**src/rtl/weight_load_ctrl.sv**
```systemverilog
// Weight load sequencer: pops one tile per iteration from the weight FIFO, streams it
// row by row into the PE shadow registers, then commits it with a swap once the array is idle.
module weight_load_ctrl #(
    parameter  int WEIGHT_BW   = 8,
    parameter  int NUM_PE_ROWS = 8,
    parameter  int MATRIX_SIZE = 8,
    parameter  int TILE_CNT_BW = 8,
    localparam int ROW_BW      = (NUM_PE_ROWS > 1) ? $clog2(NUM_PE_ROWS) : 1,
    localparam int ROW_W       = WEIGHT_BW * MATRIX_SIZE,
    localparam int TILE_W      = ROW_W * NUM_PE_ROWS
) (
    input  logic                   clk,
    input  logic                   rstn,
    input  logic                   cmd_valid,
    output logic                   cmd_ready,
    input  logic [TILE_CNT_BW-1:0] cmd_num_tiles,
    input  logic                   fifo_empty,
    output logic                   fifo_read_enable,
    input  logic [TILE_W-1:0]      fifo_data_out,
    input  logic                   pe_idle,
    output logic                   wload_valid,
    output logic [ROW_BW-1:0]      wload_row_idx,
    output logic [ROW_W-1:0]       wload_row_data,
    output logic                   wload_swap,
    output logic                   busy,
    output logic                   done
);

    typedef enum logic [2:0] {
        IDLE,
        FETCH,
        CAPTURE,
        SHIFT,
        SWAP_WAIT
    } state_t;

    state_t                 r_state;
    state_t                 w_next_state;
    logic [TILE_CNT_BW-1:0] r_tile_cnt;
    logic [TILE_CNT_BW-1:0] r_num_tiles;
    logic [ROW_BW-1:0]      r_row_cnt;
    logic [TILE_W-1:0]      r_buf;
    logic [ROW_W-1:0]       r_row_data;
    logic                   r_done;
    logic                   w_last_row;
    logic                   w_last_tile;
    logic                   w_swap;
    logic                   w_pop;
    logic                   w_valid;
    logic [ROW_BW-1:0]      w_next_row;

    assign w_last_row  = (r_row_cnt == ROW_BW'(NUM_PE_ROWS - 1));
    assign w_last_tile = (r_tile_cnt == (r_num_tiles - TILE_CNT_BW'(1)));
    assign w_next_row  = r_row_cnt + ROW_BW'(1);

    always_comb begin
        w_next_state = r_state;
        w_pop        = 1'b0;
        w_valid      = 1'b0;
        w_swap       = 1'b0;
        case (r_state)
            IDLE: begin
                if (cmd_valid && (cmd_num_tiles != '0))
                    w_next_state = FETCH;
            end
            FETCH: begin
                if (!fifo_empty) begin
                    w_pop        = 1'b1;
                    w_next_state = CAPTURE;
                end
            end
            CAPTURE: w_next_state = SHIFT;
            SHIFT: begin
                w_valid = 1'b1;
                if (w_last_row)
                    w_next_state = SWAP_WAIT;
            end
            SWAP_WAIT: begin
                if (pe_idle) begin
                    w_swap       = 1'b1;
                    w_next_state = w_last_tile ? IDLE : FETCH;
                end
            end
            default: w_next_state = IDLE;
        endcase
    end

    // Row data register is loaded one cycle ahead so it lines up with the decoded wload_valid.
    always_ff @(posedge clk or negedge rstn) begin
        if (!rstn) begin
            r_state     <= IDLE;
            r_tile_cnt  <= '0;
            r_num_tiles <= '0;
            r_row_cnt   <= '0;
            r_buf       <= '0;
            r_row_data  <= '0;
            r_done      <= 1'b0;
        end else begin
            r_state <= w_next_state;
            r_done  <= 1'b0;
            case (r_state)
                IDLE: begin
                    if (cmd_valid) begin
                        r_num_tiles <= cmd_num_tiles;
                        r_tile_cnt  <= '0;
                        if (cmd_num_tiles == '0)
                            r_done <= 1'b1;
                    end
                end
                CAPTURE: begin
                    r_buf      <= fifo_data_out;
                    r_row_cnt  <= '0;
                    r_row_data <= fifo_data_out[ROW_W-1:0];
                end
                SHIFT: begin
                    if (!w_last_row) begin
                        r_row_cnt  <= w_next_row;
                        r_row_data <= r_buf[w_next_row * ROW_W +: ROW_W];
                    end
                end
                SWAP_WAIT: begin
                    if (pe_idle) begin
                        r_tile_cnt <= r_tile_cnt + TILE_CNT_BW'(1);
                        if (w_last_tile)
                            r_done <= 1'b1;
                    end
                end
                default: ;
            endcase
        end
    end

    assign cmd_ready        = (r_state == IDLE);
    assign busy             = (r_state != IDLE);
    assign fifo_read_enable = w_pop;
    assign wload_valid      = w_valid;
    assign wload_swap       = w_swap;
    assign wload_row_idx    = r_row_cnt;
    assign wload_row_data   = r_row_data;
    assign done             = r_done;

endmodule

```
**config.mk**
```make
export PLATFORM = sky130hd
export DESIGN_NAME = weight_load_ctrl
export DESIGN_NICKNAME = d
export VERILOG_FILES = /design/src/rtl/weight_load_ctrl.sv
export SDC_FILE = /design/constraint.sdc
export NUM_CORES = 1
export LEC_CHECK = 0
export CAP_MARGIN = 40
export CELL_PAD_IN_SITES_DETAIL_PLACEMENT = 0
export CELL_PAD_IN_SITES_GLOBAL_PLACEMENT = 2
export CORE_ASPECT_RATIO = 1.5
export CORE_MARGIN = 1.5
export CORE_UTILIZATION = 25
export CTS_BUF_LIST = sky130_fd_sc_hd__clkbuf_4
export CTS_CLUSTER_SIZE = 20
export DETAILED_ROUTE_END_ITERATION = 10
export HOLD_SLACK_MARGIN = 0.03
export PLACE_DENSITY = 0.65
export SYNTH_ARGS = -nofsm -noshare
export SYNTH_HDL_FRONTEND = slang
export SYNTH_SLANG_ARGS = --single-unit
```
**constraint.sdc**
```tcl
create_clock -name clk -period 1.9 [get_ports clk]
set_input_delay 0.38 -clock clk [delete_from_list [all_inputs] [get_ports clk]]
set_output_delay 0.38 -clock clk [all_outputs]
set_load 0.02 [all_outputs]
```
# Yosys cells after proc, flatten, opt, wreduce, memory -nomap -nowiden
# Cells that the tools add are included.
totals:
  wordCells: 57
  mem_count: 0
  input_bits: 525
  ram_bits: 0
  output_inout_bits: 73
  rom_bits: 0
  latchBits: 0
  reg_bits: 599
op_classes:
  mux: 23
  div_mod_pow: 0
  reduce_logical: 11
  multipliers: 0
  n_lt_le_gt_ge: 0
  n_shift: 1
  bitwise: 0
  addsub: 3
  eq_ne: 12
ops:
  columns: ["operator", "n"]
  rows:
  - ["512-bit by 10-bit variable part select with 64-bit output", 1]
  - ["64-bit one-hot mux with 2 select lines", 1]
  - ["64-bit two-way mux", 1]
  - ["8-bit two-way mux", 2]
  - ["8-bit one-hot mux with 2 select lines", 1]
  - ["3-bit two-way mux", 5]
  - ["3-bit one-hot mux with 5 select lines", 1]
  - ["1-bit two-way mux", 10]
  - ["2-bit != test (second input constant)", 5]
  - ["8-bit by 1-bit adder with 8-bit output (second input constant)", 1]
  - ["8-bit equality test", 1]
  - ["8-bit zero test", 1]
  - ["8-bit nonzero test", 1]
  - ["8-bit by 1-bit subtractor with 8-bit output (second input constant)", 1]
  - ["3-bit by 2-bit equality test with 1-bit output (second input constant)", 2]
  - ["3-bit equality test (second input constant)", 2]
  - ["3-bit one-hot mux with 2 select lines", 1]
  - ["2-bit AND reduction", 2]
  - ["4-bit AND reduction", 1]
  - ["2-bit nonzero test", 2]
  - ["3-bit by 1-bit adder with 3-bit output (second input constant)", 1]
  - ["3-bit by 1-bit equality test with 1-bit output (second input constant)", 1]
  - ["3-bit zero test", 1]
  - ["3-bit AND reduction", 1]
  - ["other kinds (4)", 4]

# Depth between registers and ports, before layout
depth:
  ltp_word: 5
  mapped_depth: 8
  depth_no_buf: 7

# Least setup slack after synthesis
# No wires, ideal clock.
synth_path:
  path_kind: "reg-to-reg"
  startpoint: "register r_row_cnt[0], in the netlist wload_row_idx[0]"
  endpoint: "register r_row_data[14], in the netlist wload_row_data[14]"
  synth_period_minus_slack_ns: 2.152
  arrival_time_ns: 2.020
  t_required_ns: 1.768
  path_stages_with_launch: 9
  path_slack_ns: -0.252
  setup_ns: 0.132
  path_buffers: 2
  path_cell_list: "dfrtp_1 ha_1 ha_1 clkbuf_1 buf_2 mux2i_1 nand2_1 o21ai_0 o21ai_1"
synth_between:
  elab_chain_len: 4
  word_cells_on_any_way: 7
  cone_classes: "1 x add/sub; 2 x eq/ne; 1 x shift; 2 x mux; 1 x reduce/logical"
synth_rtl:
  columns: ["element", "line", "source"]
  rows:
  - ["from (decl)", "41", "logic [ROW_BW-1:0] r_row_cnt;"]
  - ["from (signal assigned)", "117", "r_row_cnt <= w_next_row;"]
  - ["3-bit by 1-bit adder with 3-bit output", "54", "assign w_next_row = r_row_cnt + ROW_BW'(1);"]
  - ["512-bit by 10-bit variable part select with 64-bit output", "118", "r_row_data <= r_buf[w_next_row * ROW_W +: ROW_W];"]
  - ["64-bit two-way mux", "116", "if (!w_last_row) begin"]
  - ["64-bit one-hot mux with 2 select lines", "101", "case (r_state)"]
  - ["to (signal assigned)", "113", "r_row_data <= fifo_data_out[ROW_W-1:0];"]
  - ["to (signal assigned)", "118", null]
  - ["to (decl)", "43", "logic [ROW_W-1:0] r_row_data;"]
# Several ways; a longest one is shown, not always the timed one. The select of a mux whose other input is x is not followed.
# A chain may end at the register's enable or synchronous reset.

# Worst setup path after layout
layout_path:
  startpoint: "register r_state[2]"
  endpoint: "output cmd_ready"
layout_between:
  elab_chain_len: 1
layout_rtl:
  columns: ["element", "line", "source"]
  rows:
  - ["from (decl)", "37", "state_t r_state;"]
  - ["from (signal assigned)", "99", "r_state <= w_next_state;"]
  - ["3-bit zero test", "133", "assign cmd_ready = (r_state == IDLE);"]
  - ["to (decl)", "15", "output logic cmd_ready,"]
# Every way passes these cells.

==> results.sh <==
export IMPL_outcome="finished with violations"
export IMPL_violations="negative setup slack"
export IMPL_postRouteAntennaNets=0
export IMPL_crit_fanout=3
export IMPL_timing_fmax_mhz=390
export IMPL_place_inst=3817
export IMPL_route_detailed_wl_per_inst_microns=22.7
export IMPL_rows=147
export IMPL_maxCapViolCount=0
export IMPL_min_period_over_period_pct=135
export IMPL_hp_class="in2async"
export IMPL_synthFlopType="dfrtp_1"
export IMPL_ys_warn_count=0
export IMPL_die_h_microns=405
export IMPL_crit_slowest_cell="dfrtp_1"
export IMPL_numCtsBuffers=163
export IMPL_syn_area_per_cell_sq_um=15.1
export IMPL_grt_pass1_wl_mm=153
export IMPL_worstPathCellList="buf_4 -> or3_4 -> inv_2 -> buf_6"
export IMPL_p_leak_uw=0.0197
export IMPL_fin_skew_ps=99.1
export IMPL_place_congestion=0.817
export IMPL_drive_gt1_share_pct=30.3
export IMPL_fp_dieArea_sq_um=110000
export IMPL_maxSlewViolCount=0
export IMPL_h_tree_depth=4
export IMPL_synth_area_sq_um=26900
export IMPL_cts_sinks=599
export IMPL_synthToLayoutAreaGrowth_pct=73.4
export IMPL_route_detailed_drc=0
export IMPL_worst_skew_pair_late_latency_ps=1090
export IMPL_ios=598
export IMPL_synth_async_sr_flop_share_pct=100
export IMPL_utilization_pct=43.7
export IMPL_period_needed_ps=2560
export IMPL_cts_tree="yes"
export IMPL_rsz0062_at_grt="yes"
export IMPL_synthCells=1789
export IMPL_synthTopCellsByArea="dfrtp_1, mux2_1, mux4_2, mux2i_1, mux2_2"
export IMPL_initial_core_util_pct=25.2
export IMPL_hold_violations=0
export IMPL_final_nets=3772
export IMPL_ys_seq_area_share_pct=55.6
export IMPL_drtPass1Iterations=5
export IMPL_switching_share_pct=35.4
export IMPL_grt_antenna_before_repair=15
export IMPL_cts_buffer_depth=3
export IMPL_place_ws_ps=-287
export IMPL_first_global_vias=24100
export IMPL_end_kind="output port"
export IMPL_slowest_delay_ps=410
export IMPL_synth_edff_count=0
export IMPL_crit_arrival_ps=2180
export IMPL_grt_max_degree=49
export IMPL_clkPwrFrac_pct=15.0
export IMPL_path_class="reg2out"
export IMPL_grt_overflow=0
export IMPL_port_buffers=597
export IMPL_ys_types=48
export IMPL_yosysTopAreaCell="dfrtp_1"
export IMPL_clockRootBuffer="clkbuf_4"
export IMPL_die_width_microns=271
export IMPL_finalNonFillerCells=4791
export IMPL_drt_wl_total_mm=109
export IMPL_powerDensity_nw_per_um2=1730
export IMPL_intPower_uw=52200
export IMPL_drt_iter0_drc=900
export IMPL_switching_power_uw=28600
export IMPL_dp_hpwl_mm=71.1
export IMPL_p_total_uw=80800
export IMPL_layout_setup_ws_ps=-665
export IMPL_synth_top_area_share_pct=55.6
export IMPL_track_usage_pct=19.0
export IMPL_critPathLaunchType="flop"
export IMPL_syn_nets=2318
export IMPL_tightest_slew_ps=618
export IMPL_synth_seq_cells=599
export IMPL_vdd_drop_max_mv=0.824
export IMPL_power_share_sequential_pct=29.2
export IMPL_slew_headroom_pct=58.8
export IMPL_finalSetupViolCount=655
export IMPL_viasPerCell=4.47
export IMPL_worstPathRequired_ps=1520
export IMPL_clk_pin_slew_ps=70
export IMPL_vias=21400
export IMPL_combPwrFrac_pct=55.8
export IMPL_hold_ws_ps=253
export IMPL_core_sq_um=107000
## flip-flops by register name, summed over array words and instances (netlist names)
| name | cells |
|---|---|
| r_state | 3 |
| r_tile_cnt | 8 |
| wload_row_data | 64 |
| wload_row_idx | 3 |
| done | 1 |
| r_buf | 512 |
| r_num_tiles | 8 |
## placed cells by master (no fill, tap or decap), types with 3 or more instances in the layout
| cell type | netlist | routed |
|---|---|---|
| buf_12 | 0 | 75 |
| buf_16 | 0 | 30 |
| buf_4 | 61 | 121 |
| buf_6 | 10 | 97 |
| buf_8 | 0 | 18 |
| bufinv_16 | 0 | 3 |
| clkbuf_16 | 0 | 26 |
| clkbuf_4 | 0 | 241 |
| clkdlybuf4s50_1 | 0 | 523 |
| clkinv_1 | 0 | 26 |
| clkinv_2 | 0 | 7 |
| dfrtp_1 | 599 | 588 |
| dfrtp_2 | 0 | 10 |
| diode_2 | 0 | 11 |
| dlygate4sd3_1 | 0 | 523 |
| ha_4 | 0 | 3 |
| inv_1 | 5 | 3 |
| inv_2 | 0 | 4 |
| inv_6 | 0 | 5 |
| mux2_1 | 468 | 298 |
| mux2_2 | 52 | 32 |
| mux2_4 | 0 | 190 |
| mux2i_1 | 64 | 62 |
| mux4_2 | 128 | 128 |
| nand2_1 | 140 | 140 |
| nand3_1 | 3 | 3 |
| nand4_1 | 3 | 3 |
| nor2_1 | 10 | 10 |
| o21ai_0 | 69 | 12 |
| o21ai_1 | 67 | 113 |
| o21ai_2 | 0 | 11 |
| xnor2_1 | 5 | 5 |
| xor2_1 | 10 | 10 |
## final cells by class
type / instances / area [sq um]
tap: 1415 / 1770
sequential: 599 / 15000
inverter: 5 / 18.8
clock buffer: 241 / 1810
timing repair buffer: 1414 / 15800
multi-input combinational: 1060 / 12000
clock inverter: 46 / 299
fill: 9813 / 60100
antenna: 11 / 27.5
## critical path: cells and delay by family (launching register included)
family	cells	cell delay, ps
simple gates	1	400
flops	1	410
buf+inv	3	320
## layer usage
| metal | track usage [%] | up-vias | routed length (microns) |
|---|---|---|---|
| met5 | 0 | - | 44 |
| met4 | 8.01 | 8 | 3920 |
| met3 | 5.36 | 196 | 6610 |
| met2 | 34.4 | 706 | 56500 |
| met1 | 20.6 | 10900 | 41500 |
| li1 | - | 9625 | - |
## power by group through the flow
| stage | logic, uW | clock network, uW | registers, uW |
|---|---|---|---|
| finish | 45100 | 12100 | 23600 |
| floorplan | 21000 | 0 | 22500 |
| detailed placement | 33600 | 0 | 23400 |
| global placement | 33100 | 0 | 23200 |
| CTS | 40900 | 12600 | 23400 |
| global route | 48300 | 13300 | 24300 |
## timing repair
item / CTS / global route
pin swaps: 15 / 13
endpoints found under the hold margin: 1185 / 0
endpoints found under the setup margin: 595 / 664
cloned: 22 / 36
hold buffers: 524 / 0
resized for setup: 608 / 248
setup buffers: 62 / 43
## synthesized netlist by cell type (all sizes together) (3+ instances only)
library cell	instances
nand2	140
or3	3
o21ai	136
mux2	520
nand4	3
inv	5
dfrtp	599
nand3	3
mux2i	64
clkbuf	23
ha	4
nor2	11
nor4	3
buf	102
xnor2	5
mux4	128
xor2	10
## per-stage QoR
step | TNS, ps | area (sq um)
global placement | -13600 | 35600
finish | -134130 | 46700
detailed placement | -32130 | 35600
global route | -177930 | 46700
CTS | -168480 | 44800
floorplan | -205 | 27000
## path summary, 6_finish.rpt
| path | startpoint | to | slack [ps] | depth (start not counted) |
|---|---|---|---|---|
| max | r_state[2] | cmd_ready | -660 | 4 |
| min | rstn | wload_row_data[17] | 250 | 3 |
| max reg2reg | wload_row_idx[0] | wload_row_data[47] | -450 | 11 |
| min reg2reg | r_buf[166] | r_buf[166] | 480 | 1 |
| max in group asynchronous | rstn | r_buf[320] | 1280 | 3 |
| min in group clk | fifo_empty | r_state[0] | 260 | 4 |
## cells by family after synthesis
| group | synth area share (%) |
|---|---|
| compound gates | 2.94 |
| simple gates | 2.91 |
| mux | 34.8 |
| xor+xnor | 0.488 |
| fa+ha+maj | 0.186 |
| buf+inv | 3.03 |
| flops | 55.6 |
Power figures use the tool's default switching activity.
